===== src/rtl/pipelined_chunk_adder.sv =====
// pipelined_chunk_adder: a WIDTH-bit add/subtract split into CHUNK-bit slices.
// Each pipeline stage adds one slice and registers the carry into the next
// stage. All stages advance together under a single valid/ready handshake.
// The last stage doubles as the output register, so the sum is available
// NSTAGES cycles after the operands are presented.
module pipelined_chunk_adder #(
  parameter int WIDTH = 16,
  parameter int CHUNK = 4
) (
  input  logic             clk,
  input  logic             rst_n,
  input  logic             in_valid,
  output logic             in_ready,
  input  logic [WIDTH-1:0] A,
  input  logic [WIDTH-1:0] B,
  input  logic             Cin,
  input  logic             SUB,
  output logic             out_valid,
  input  logic             out_ready,
  output logic [WIDTH-1:0] S,
  output logic             Cout,
  output logic             OVF
);

  localparam int NSTAGES = WIDTH / CHUNK;
  localparam int LAST    = NSTAGES - 1;

  if ((WIDTH % CHUNK) != 0) begin : g_bad_chunk
    $error("pipelined_chunk_adder: WIDTH must be a multiple of CHUNK");
  end

  // Stage registers; index LAST is the output register.
  logic             vld_r [NSTAGES];
  logic [WIDTH-1:0] a_r   [NSTAGES];
  logic [WIDTH-1:0] b_r   [NSTAGES];
  logic [WIDTH-1:0] sum_r [NSTAGES];
  logic             c_r   [NSTAGES];
  logic             ovf_r;

  // Next-state values for each stage.
  logic             vld_n [NSTAGES];
  logic [WIDTH-1:0] a_n   [NSTAGES];
  logic [WIDTH-1:0] b_n   [NSTAGES];
  logic [WIDTH-1:0] sum_n [NSTAGES];
  logic             c_n   [NSTAGES];
  logic             ovf_n;

  logic             adv;
  logic             unused_last;

  // Every stage moves forward together, unless a finished result is stalled at the output
  assign adv       = !vld_r[LAST] || out_ready;
  assign in_ready  = adv;
  assign out_valid = vld_r[LAST];
  assign S         = sum_r[LAST];
  assign Cout      = c_r[LAST];
  assign OVF       = ovf_r;

  // The operand copies in the output stage are only used to compute OVF one step earlier
  assign unused_last = ^{a_r[LAST], b_r[LAST]};

  // Add one CHUNK-bit slice per stage using the carry registered by the stage before
  always_comb begin
    logic             v_src;
    logic [WIDTH-1:0] a_src;
    logic [WIDTH-1:0] b_src;
    logic [WIDTH-1:0] s_src;
    logic             c_src;
    logic [CHUNK:0]   slice;
    int               prev;
    v_src = 1'b0;
    a_src = {WIDTH{1'b0}};
    b_src = {WIDTH{1'b0}};
    s_src = {WIDTH{1'b0}};
    c_src = 1'b0;
    slice = {(CHUNK+1){1'b0}};
    prev  = 0;
    for (int k = 0; k < NSTAGES; k++) begin
      prev = (k == 0) ? 0 : k - 1;
      if (k == 0) begin
        // Subtract is A + ~B + ~borrow; the borrow-in is inverted into a carry-in.
        v_src = in_valid;
        a_src = A;
        b_src = SUB ? ~B : B;
        s_src = {WIDTH{1'b0}};
        c_src = SUB ? ~Cin : Cin;
      end else begin
        v_src = vld_r[prev];
        a_src = a_r[prev];
        b_src = b_r[prev];
        s_src = sum_r[prev];
        c_src = c_r[prev];
      end
      slice = {1'b0, a_src[k*CHUNK +: CHUNK]}
            + {1'b0, b_src[k*CHUNK +: CHUNK]}
            + {{CHUNK{1'b0}}, c_src};
      vld_n[k] = v_src;
      a_n[k]   = a_src;
      b_n[k]   = b_src;
      sum_n[k] = s_src;
      sum_n[k][k*CHUNK +: CHUNK] = slice[CHUNK-1:0];
      c_n[k]   = slice[CHUNK];
    end
    // Signed overflow: operands share a sign that the result does not.
    ovf_n = (a_n[LAST][WIDTH-1] == b_n[LAST][WIDTH-1]) &&
            (sum_n[LAST][WIDTH-1] != a_n[LAST][WIDTH-1]);
  end

  // Shift all stages on advance; the output stage only loads when a valid result arrives
  always_ff @(posedge clk or negedge rst_n) begin
    if (!rst_n) begin
      for (int k = 0; k < NSTAGES; k++) begin
        vld_r[k] <= 1'b0;
        a_r[k]   <= {WIDTH{1'b0}};
        b_r[k]   <= {WIDTH{1'b0}};
        sum_r[k] <= {WIDTH{1'b0}};
        c_r[k]   <= 1'b0;
      end
      ovf_r <= 1'b0;
    end else if (adv) begin
      for (int k = 0; k < NSTAGES; k++) begin
        vld_r[k] <= vld_n[k];
        if ((k != LAST) || vld_n[k]) begin
          a_r[k]   <= a_n[k];
          b_r[k]   <= b_n[k];
          sum_r[k] <= sum_n[k];
          c_r[k]   <= c_n[k];
        end
      end
      if (vld_n[LAST]) begin
        ovf_r <= ovf_n;
      end
    end
  end

endmodule


===== config.mk =====
export PLATFORM = sky130hd
export DESIGN_NAME = pipelined_chunk_adder
export DESIGN_NICKNAME = d
export VERILOG_FILES = /design/src/rtl/pipelined_chunk_adder.sv
export SDC_FILE = /design/constraint.sdc
export NUM_CORES = 1
export LEC_CHECK = 0
export ABC_AREA = 1
export BUFFER_PORTS_ARGS = -buffer_cell sky130_fd_sc_hd__buf_2
export CAP_MARGIN = 15
export CORE_MARGIN = 1.5
export CORE_UTILIZATION = 40
export CTS_CLUSTER_DIAMETER = 150
export DETAILED_ROUTE_END_ITERATION = 7
export PLACE_DENSITY_LB_ADDON = 0.08
export SLEW_MARGIN = 0
export SYNTH_ARGS = -nofsm -noshare
export SYNTH_HDL_FRONTEND = slang
export SYNTH_SLANG_ARGS = --single-unit
export TNS_END_PERCENT = 10

===== constraint.sdc =====
create_clock -name clk -period 1.94 [get_ports clk]
set_clock_uncertainty 0.1 [all_clocks]
set_input_delay 0.388 -clock clk [delete_from_list [all_inputs] [get_ports clk]]
set_output_delay 0.388 -clock clk [all_outputs]
set_load 0.1 [all_outputs]

## Word-level counts from Yosys, hierarchy flattened

Cells that the tools add are included.

- Register bits: 145
- Input port bits: 38
- Output and inout port bits: 20
- Word-level logic and storage cells: 37

- Reductions and logical operators: 4
- Bitwise logic cells: 2
- Eq/ne operators: 2
- Mux-type cells: 2
- Add/subtract/negate cells: 8

Operators by type and width:

| operator | count |
|---|---|
| 4-bit by 4-bit adder with 5-bit output | 4 |
| 5-bit by 1-bit adder with 5-bit output | 4 |
| 16-bit two-way mux | 1 |
| 16-bit NOT | 1 |
| 2-bit AND reduction | 1 |
| 1-bit equality test | 1 |
| 1-bit logical AND | 1 |
| 1-bit logical NOT | 1 |
| 1-bit logical OR | 1 |
| 1-bit two-way mux | 1 |
| 1-bit != test | 1 |
| 1-bit NOT | 1 |

## Depth between registers and ports, before layout

Gate-level depths: netlist of the first run.

- Depth after elaboration: 4
- Mapped depth: 9
- Gate-level depth less buffers: 8

## Worst setup path after synthesis of the first run

OpenSTA, ideal clock, no wires.

- Path type: in2reg
- Start point: input SUB
- End point: register c_r[3] (netlist name)
- Required time: 1714 ps
- Arrival time: 1906 ps
- Cell stages on the path: 9
- Buffers on the path: 2
- Setup time: 126 ps
- Path slack: -191 ps
- Cells stage by stage: buf_6 > buf_8 > xor2_1 > fa_1 > fa_1 > nand2_1 > inv_1 > o21ai_0 > a21oi_1

- Cells in the longest elaborated chain, start to end: 3
- Elaborated cells on any way between the ends: 4
- Those cells by class: add/sub (2); mux (2)

RTL lines:

| what | RTL line | source |
|---|---|---|
| from (decl) | 17 | `input logic SUB,` |
| 16-bit two-way mux | 84 | `b_src = SUB ? ~B : B;` |
| 4-bit by 4-bit adder with 5-bit output | 95 | `+ {1'b0, b_src[k*CHUNK +: CHUNK]}` |
| 5-bit by 1-bit adder with 5-bit output * | 96 | `+ {{CHUNK{1'b0}}, c_src};` |
| to (signal, indexed assignment) | 127 | `c_r[k] <= c_n[k];` |
| to (decl) | 37 | `logic c_r [NSTAGES];` |

Every way passes the cells marked *; elsewhere a longest branch is shown, timed or not.
A chain may end at the register's enable or synchronous reset.

## Final worst setup path of the first run

- Start point: register c_r[1] (netlist name)
- End point: register c_r, in the netlist Cout

- Cells in the longest elaborated chain, start to end: 1

RTL lines:

| what | RTL line |
|---|---|
| 5-bit by 1-bit adder with 5-bit output | 96 |

No other way between the ends.

==> results.md, run 1 <==
- WL/cell: 11.8 um
- Final hold vios: 0
- Die Y: 107 um
- Vias in the first global route: 3074
- Root buf cell: clkbuf_8
- First-pass GRT wire length: 14.0 mm
- WP data required: 2100 ps
- # rows: 37
- Routability cong.: 0.826
- Fraction of layout cells with a size suffix above 1: 15.9%
- Port Buf Inserts: 57
- Net count after synthesis: 531
- Worst Setup End Kind: flop
- Post-Layout Inst Area: 5000 sq um
- Die Area: 11500 sq um
- Via density: 4.55
- CP max FO: 3
- Slowest stage delay, CP: 500 ps
- DRC: 0
- Worst hold path type: in2reg
- Slew @ Worst Pin: 490 ps
- Die Wd: 107 um
- Via count: 3049
- Crit path time final: 1810 ps
- MaxCap Viol Count: 0
- Pre-antenna DRT Iters: 4
- Highest Clock Rate: 551 MHz
- Sum Neg Setup Slack: 0 ps
- Crit path arrival time: 1980 ps
- Final setup fails: 0
- Relative slew margins: 67.6%
- CTS Buffer Depth: 2
- Gr ovfl total: 0
- Syn Std Cell Area: 4340 sq um
- Initial antenna violation count: 0
- Initial DRC Count: 139
- Core area: 10400 sq um
- Remaining antenna violation count after routing: 0
- Crit-path leading delay family: adder cells
- Final HPWL DP: 5.50 mm
- Antenna Cells: 0
- Clk_lat worst skew: 370 ps
- Initial Util: 41.6%
- Dpl cell area: 4800 sq um
- Clock transition at path regs: 90 ps
- Slew Limit Fails: 0
- Seq/Total Area, Yosys: 56.0%
- Most used cell, CP: nand2_1
- Leakage: 2.61 nW
- Yosys warnings: 0
- Critical Path Slowest Stage Cell: fa_1
- NumNets Final: 587
- Clk sinks: 97
- CP Class: reg2reg
- RSZ-0062 raised after global routing: no
- Distinct cells, synth: 22
- I/O pin count: 58
- CTS Buf Count: 9
- Post-Route WL: 7.89 mm
- GR Util All Layers: 15.6%
- PD cells: 1740 nW/um^2
- Filler Cell Count: 1054
- Tot Pwr: 0.00872 W
- Post-Syn Area per Cell: 9.17 sq um
- Period utilisation layout: 93.5%
- CP cell instances: fa_1 -> fa_1 -> nand3_1 -> nand2_1 -> nand2_1 -> nand2_1
- Max VDD drop: 0.926 mV
- Worst Path Buf+Inv: 0
- Post-synthesis cell count: 473
- Largest net degree at the start of global routing: 59
- #FFs+latches synth: 97
- Hold Slack: 111 ps
- Status: completed
- Startpoint Class: flop
- Maximum level of the CTS H-tree: 3
- CTS tree: built
- Area delta synth->final: 15.4%
-- placed cells by master (no fill, tap or decap), types with 6 or more instances in the layout --
cell	Yosys	layout
nand2_1	193	193
inv_1	31	31
buf_2	12	55
clkbuf_8	0	10
xnor2_1	13	13
dfrtp_1	97	97
o21ai_0	47	47
nor2_1	11	11
buf_12	0	6
nand3_1	20	20
a21oi_1	8	8
ha_1	12	12
-- Yosys cell counts --
master    count  area (sq um)
a21oi_1       8          40.0
buf_2        12          60.1
buf_4         2          15.0
buf_6         3          33.8
buf_8         1          15.0
clkbuf_1      3          11.3
dfrtp_1      97          2430
fa_1          8           160
ha_1         12           150
inv_1        31           116
inv_2         1          3.75
nand2_1     193           724
nand2_2       1          6.26
nand2_4       1          11.3
nand3_1      20           100
nor2_1       11          41.3
o21ai_0      47           235
o22ai_1       1          6.26
o31ai_1       2          15.0
or2_2         1          6.26
xnor2_1      13           114
xor2_1        5          43.8
-- area by class of cell --
class,count,area [sq um],area share (%)
Sequential cell,97,2430,48.5
Multi-Input combinational cell,323,1660,33.2
Timing Repair Buffer,66,435,8.70
Tap cell,136,170,3.40
Clock buffer,13,149,2.98
Inverter,32,120,2.40
Clock inverter,3,40.0,0.800
-- final timing paths --
kind,endpoint,from,slack [ps],cells past startpoint
max,Cout,c_r[1],130,6
min reg2reg,sum_n[16],sum_n[16],370,2
min,a_n[43],A[11],110,3
min in group asynchronous,S[0],rst_n,380,2
max reg2reg,Cout,c_r[1],130,6
max in group asynchronous,a_n[12],rst_n,820,3
-- report_power, final --
group / internal [W] / switching (W)
Clock: 0.000630 / 0.000666
Combinational: 0.00116 / 0.00289
Sequential: 0.00290 / 0.000476
-- per-layer routing --
| metal | vias to the layer above | wire length (um) | global-route usage (%) |
|---|---|---|---|
| li1 | 1594 | - | - |
| met1 | 1393 | 4070 | 21.2 |
| met2 | 52 | 3360 | 23.8 |
| met3 | 10 | 344 | 4.38 |
| met4 | 0 | 119 | 5.43 |
| met5 | - | 0 | 0 |
-- worst register-to-register path, stage by stage, from the launching register on --
cell	delay, ps
dfrtp_1	410
fa_1	500
fa_1	450
nand3_1	100
nand2_1	50
nand2_1	60
nand2_1	50
-- kinds of logic after synthesis --
kind of cell             Yosys count  share of synthesized area [%]
adder cells (fa/ha/maj)           20                           7.16
XOR/XNOR                          18                           3.64
AO/OA/AOI/OAI                     58                           6.84
buffers and inverters             53                           5.89
AND/OR/NAND/NOR                  227                           20.5
flip-flops                        97                           56.0
-- sequential cells by signal, indices dropped and copies added (netlist names) --
name / count
S: 16
sum_n: 24
OVF: 1
b_n: 24
Cout: 1
vld_n: 3
c_r: 3
out_valid: 1
a_n: 24
-- what timing repair did --
action	4_1_cts	5_1_grt
hold buffers	1	0
gates resized for setup	0	1
endpoints found under the setup margin	0	1
setup buffers	0	0
endpoints found under the hold margin	26	0
-- through the flow --
| step | setup slack (ps) | instances | util (%) |
|---|---|---|---|
| 6_report | 126 | 670 | 48.0 |
| 5_1_grt | 21.2 | 670 | 48.0 |
| 4_1_cts | 113 | 670 | 48.0 |
| 3_5_place_dp | -38.4 | 653 | 46.1 |
| 3_3_place_gp | -27.1 | 653 | 46.1 |
| 2_1_floorplan | -96.3 | 473 | - |
No activity file was read; power rests on OpenSTA's default activity.
==> run 2, diff against run 1 <==
--- a/config.mk
+++ b/config.mk
@@ -6,10 +6,11 @@
 export NUM_CORES = 1
 export LEC_CHECK = 0
 export ABC_AREA = 1
+export ABC_CLOCK_PERIOD_IN_PS = 1940
 export BUFFER_PORTS_ARGS = -buffer_cell sky130_fd_sc_hd__buf_2
 export CAP_MARGIN = 15
 export CORE_MARGIN = 1.5
-export CORE_UTILIZATION = 40
+export CORE_UTILIZATION = 45
 export CTS_CLUSTER_DIAMETER = 150
 export DETAILED_ROUTE_END_ITERATION = 7
 export PLACE_DENSITY_LB_ADDON = 0.08
==> run 2 against run 1 <==
Clock-buffer cell count fell by 3; sequential power barely moved; sequential cell count did not move; first-iteration DRC count rose by 2.9%; combinational power barely moved; hold slack improved by 13 ps; wire length fell by 5.1%; via count fell by 0.79%; cell count fell by 1.0%; clock power barely moved; register-to-register slack barely moved; highest routed layer unchanged.
==> results.md, run 2 (synthesized netlist as in run 1, its figures left out) <==
- Status: completed
- WP data required: 2070 ps (-30 ps)
- Most common cell after layout, fill and taps aside: nand2_1
- Die Wd: 101 um (-5.6%)
- Slew Limit Fails: 0 (unchanged)
- Leakage: 2.61 nW (+0.19%)
- Crit-path leading delay family: adder cells
- Gr ovfl total: 0 (unchanged)
- Final setup fails: 0 (unchanged)
- CTS Buf Count: 9 (unchanged)
- Core area: 9280 sq um (-11%)
- CP max FO: 2 (-1)
- Hold EP: a_n[46]
- Most used cell, CP: fa_1
- DRC: 0 (unchanged)
- Area delta synth->final: 15.3%
- NumNets Final: 587 (unchanged)
- Worst hold path type: in2reg
- Worst Path Buf+Inv: 1 (+1)
- Vias in the first global route: 3028 (-1.5%)
- Hold Startpoint: A[14]
- Relative slew margins: 67.6% (about the same)
- Root buf cell: clkbuf_8
- Via density: 4.56 (+0.26%)
- Tot Pwr: 0.00867 W (-0.54%)
- Hold depth: 3 (unchanged)
- CTS tree: built
- Post-Layout Inst Area: 5000 sq um (-0.10%)
- GR Util All Layers: 16.5% (+0.94 points)
- Initial Util: 46.7% (+5.1 points)
- Antenna Cells: 0 (unchanged)
- I/O pin count: 58 (unchanged)
- Via count: 3025 (-0.79%)
- Reg2reg setup slack: 120 ps (about the same)
- Final hold vios: 0 (unchanged)
- Cell count of the worst reg-to-reg path: 6 (unchanged)
- Most frequent cells in the layout: nand2_1, dfrtp_1, buf_2, o21ai_0, inv_1
- Routability cong.: 0.759 (-8.1%)
- WL/cell: 11.3 um (-4.1%)
- Clk sinks: 97 (unchanged)
- Slowest stage delay, CP: 460 ps (-40 ps)
- Startpoint Class: flop
- Critical Path Slowest Stage Cell: fa_1
- Port Buf Inserts: 57 (unchanged)
- Crit Reg-Reg Startpoint: c_r[3]
- RSZ-0062 raised after global routing: no
- Initial DRC Count: 143 (+2.9%)
- CP Class: reg2reg
- CTS Buffer Depth: 2 (unchanged)
- Initial antenna violation count: 0 (unchanged)
- Crit path time final: 1820 ps (+5.89 ps)
- Period utilisation layout: 93.8% (+0.30 points)
- Fraction of layout cells with a size suffix above 1: 16.3% (+0.37 points)
- Worst Setup End Kind: flop
- PD cells: 1740 nW/um^2 (-0.44%)
- Clock transition at path regs: 100 ps (about the same)
- MaxCap Viol Count: 0 (unchanged)
- Filler Cell Count: 920 (-13%)
- Maximum level of the CTS H-tree: 3 (unchanged)
- Remaining antenna violation count after routing: 0 (unchanged)
- Dpl cell area: 4790 sq um (-0.18%)
- Final HPWL DP: 5.33 mm (-3.0%)
- # rows: 35 (-5.4%)
- Post-Route WL: 7.48 mm (-5.1%)
- Die Y: 101 um (-5.6%)
- First-pass GRT wire length: 13.4 mm (-4.0%)
- Finished Core Util: 53.8% (+5.8 points)
- CP cell instances: fa_1 -> fa_1 -> nand2_1 -> inv_1 -> o21ai_0 -> a21oi_1
- Highest Clock Rate: 549 MHz (-0.32%)
- Largest net degree at the start of global routing: 52 (-12%)
- Max VDD drop: 0.776 mV (-16%)
- Reg2reg end: c_r[2]
- Crit path arrival time: 1950 ps (-30 ps)
- Die Area: 10200 sq um (-11%)
- Clk_lat worst skew: 350 ps (-20 ps)
- Slew @ Worst Pin: 490 ps (-0.0398 ps)
- Pre-antenna DRT Iters: 4 (unchanged)
[run 2: changes by cell type in the layout (fill, tap and decap cells not counted)]
cell,previous run,this run
bufinv_16,1,0
fa_1,5,6
clkinv_2,2,0
clkinv_4,0,2
inv_6,0,2
inv_8,0,2
clkbuf_1,3,0
fa_2,3,2
[run 2: area by class of cell]
cell class                      instances  area (sq um)  share of cell area (%)
Tap cell                              129           161                    3.23
Clock buffer                           10           138                    2.75
Timing Repair Buffer                   66           435                    8.71
Inverter                               32           120                    2.40
Multi-Input combinational cell        323          1660                    33.2
Clock inverter                          6          57.6                    1.15
Sequential cell                        97          2430                    48.6
[run 2: how the worst max path moves through the flow]
stage,start,to,slack [ps],depth (start not counted)
after floorplan,SUB,c_r[3],-100,9
after global placement,SUB,c_r[3],-20,8
after detailed placement,SUB,c_r[3],-40,8
after CTS,c_r[3],c_r[2],100,6
after global routing,c_r[3],sum_n[22],20,5
final,c_r[3],c_r[2],120,6
[run 2: through the flow]
step	hold slack (ps)	setup TNS [ps]	cells	setup WS [ps]
floorplan	-7.59	-278	473	-96.3
global placement	269	-23.4	646	-23.4
detailed placement	259	-42.5	646	-42.5
CTS	103	0	663	96.2
global route	124	0	663	16.8
finish	125	0	663	120
[run 2: routing by layer]
metal  vias up  routed length, um  GRT usage, %
met1      1377               3880          23.1
met3         7                244          2.76
met5         -                  0             0
li1       1588                  -             -
met2        53               3280          26.3
met4         0                 80          6.09
[run 2: timing repair]
| item | CTS | global route |
|---|---|---|
| hold buffers | 1 | 0 |
| resized for setup | 0 | 0 |
| endpoints found under the hold margin | 30 | 0 |
| setup buffers | 0 | 0 |
[run 2: tightest hold or removal path, stage by stage]
cell     delay, ps
buf_2           70
nand2_1         40
nand2_1         50
[run 2: where the power goes]
part           leakage (nW)  total, W  switching [W]  internal (W)
registers              1.18   0.00337       0.000475       0.00290
clock network         0.101   0.00127       0.000735      0.000534
logic                  1.33   0.00403        0.00288       0.00115
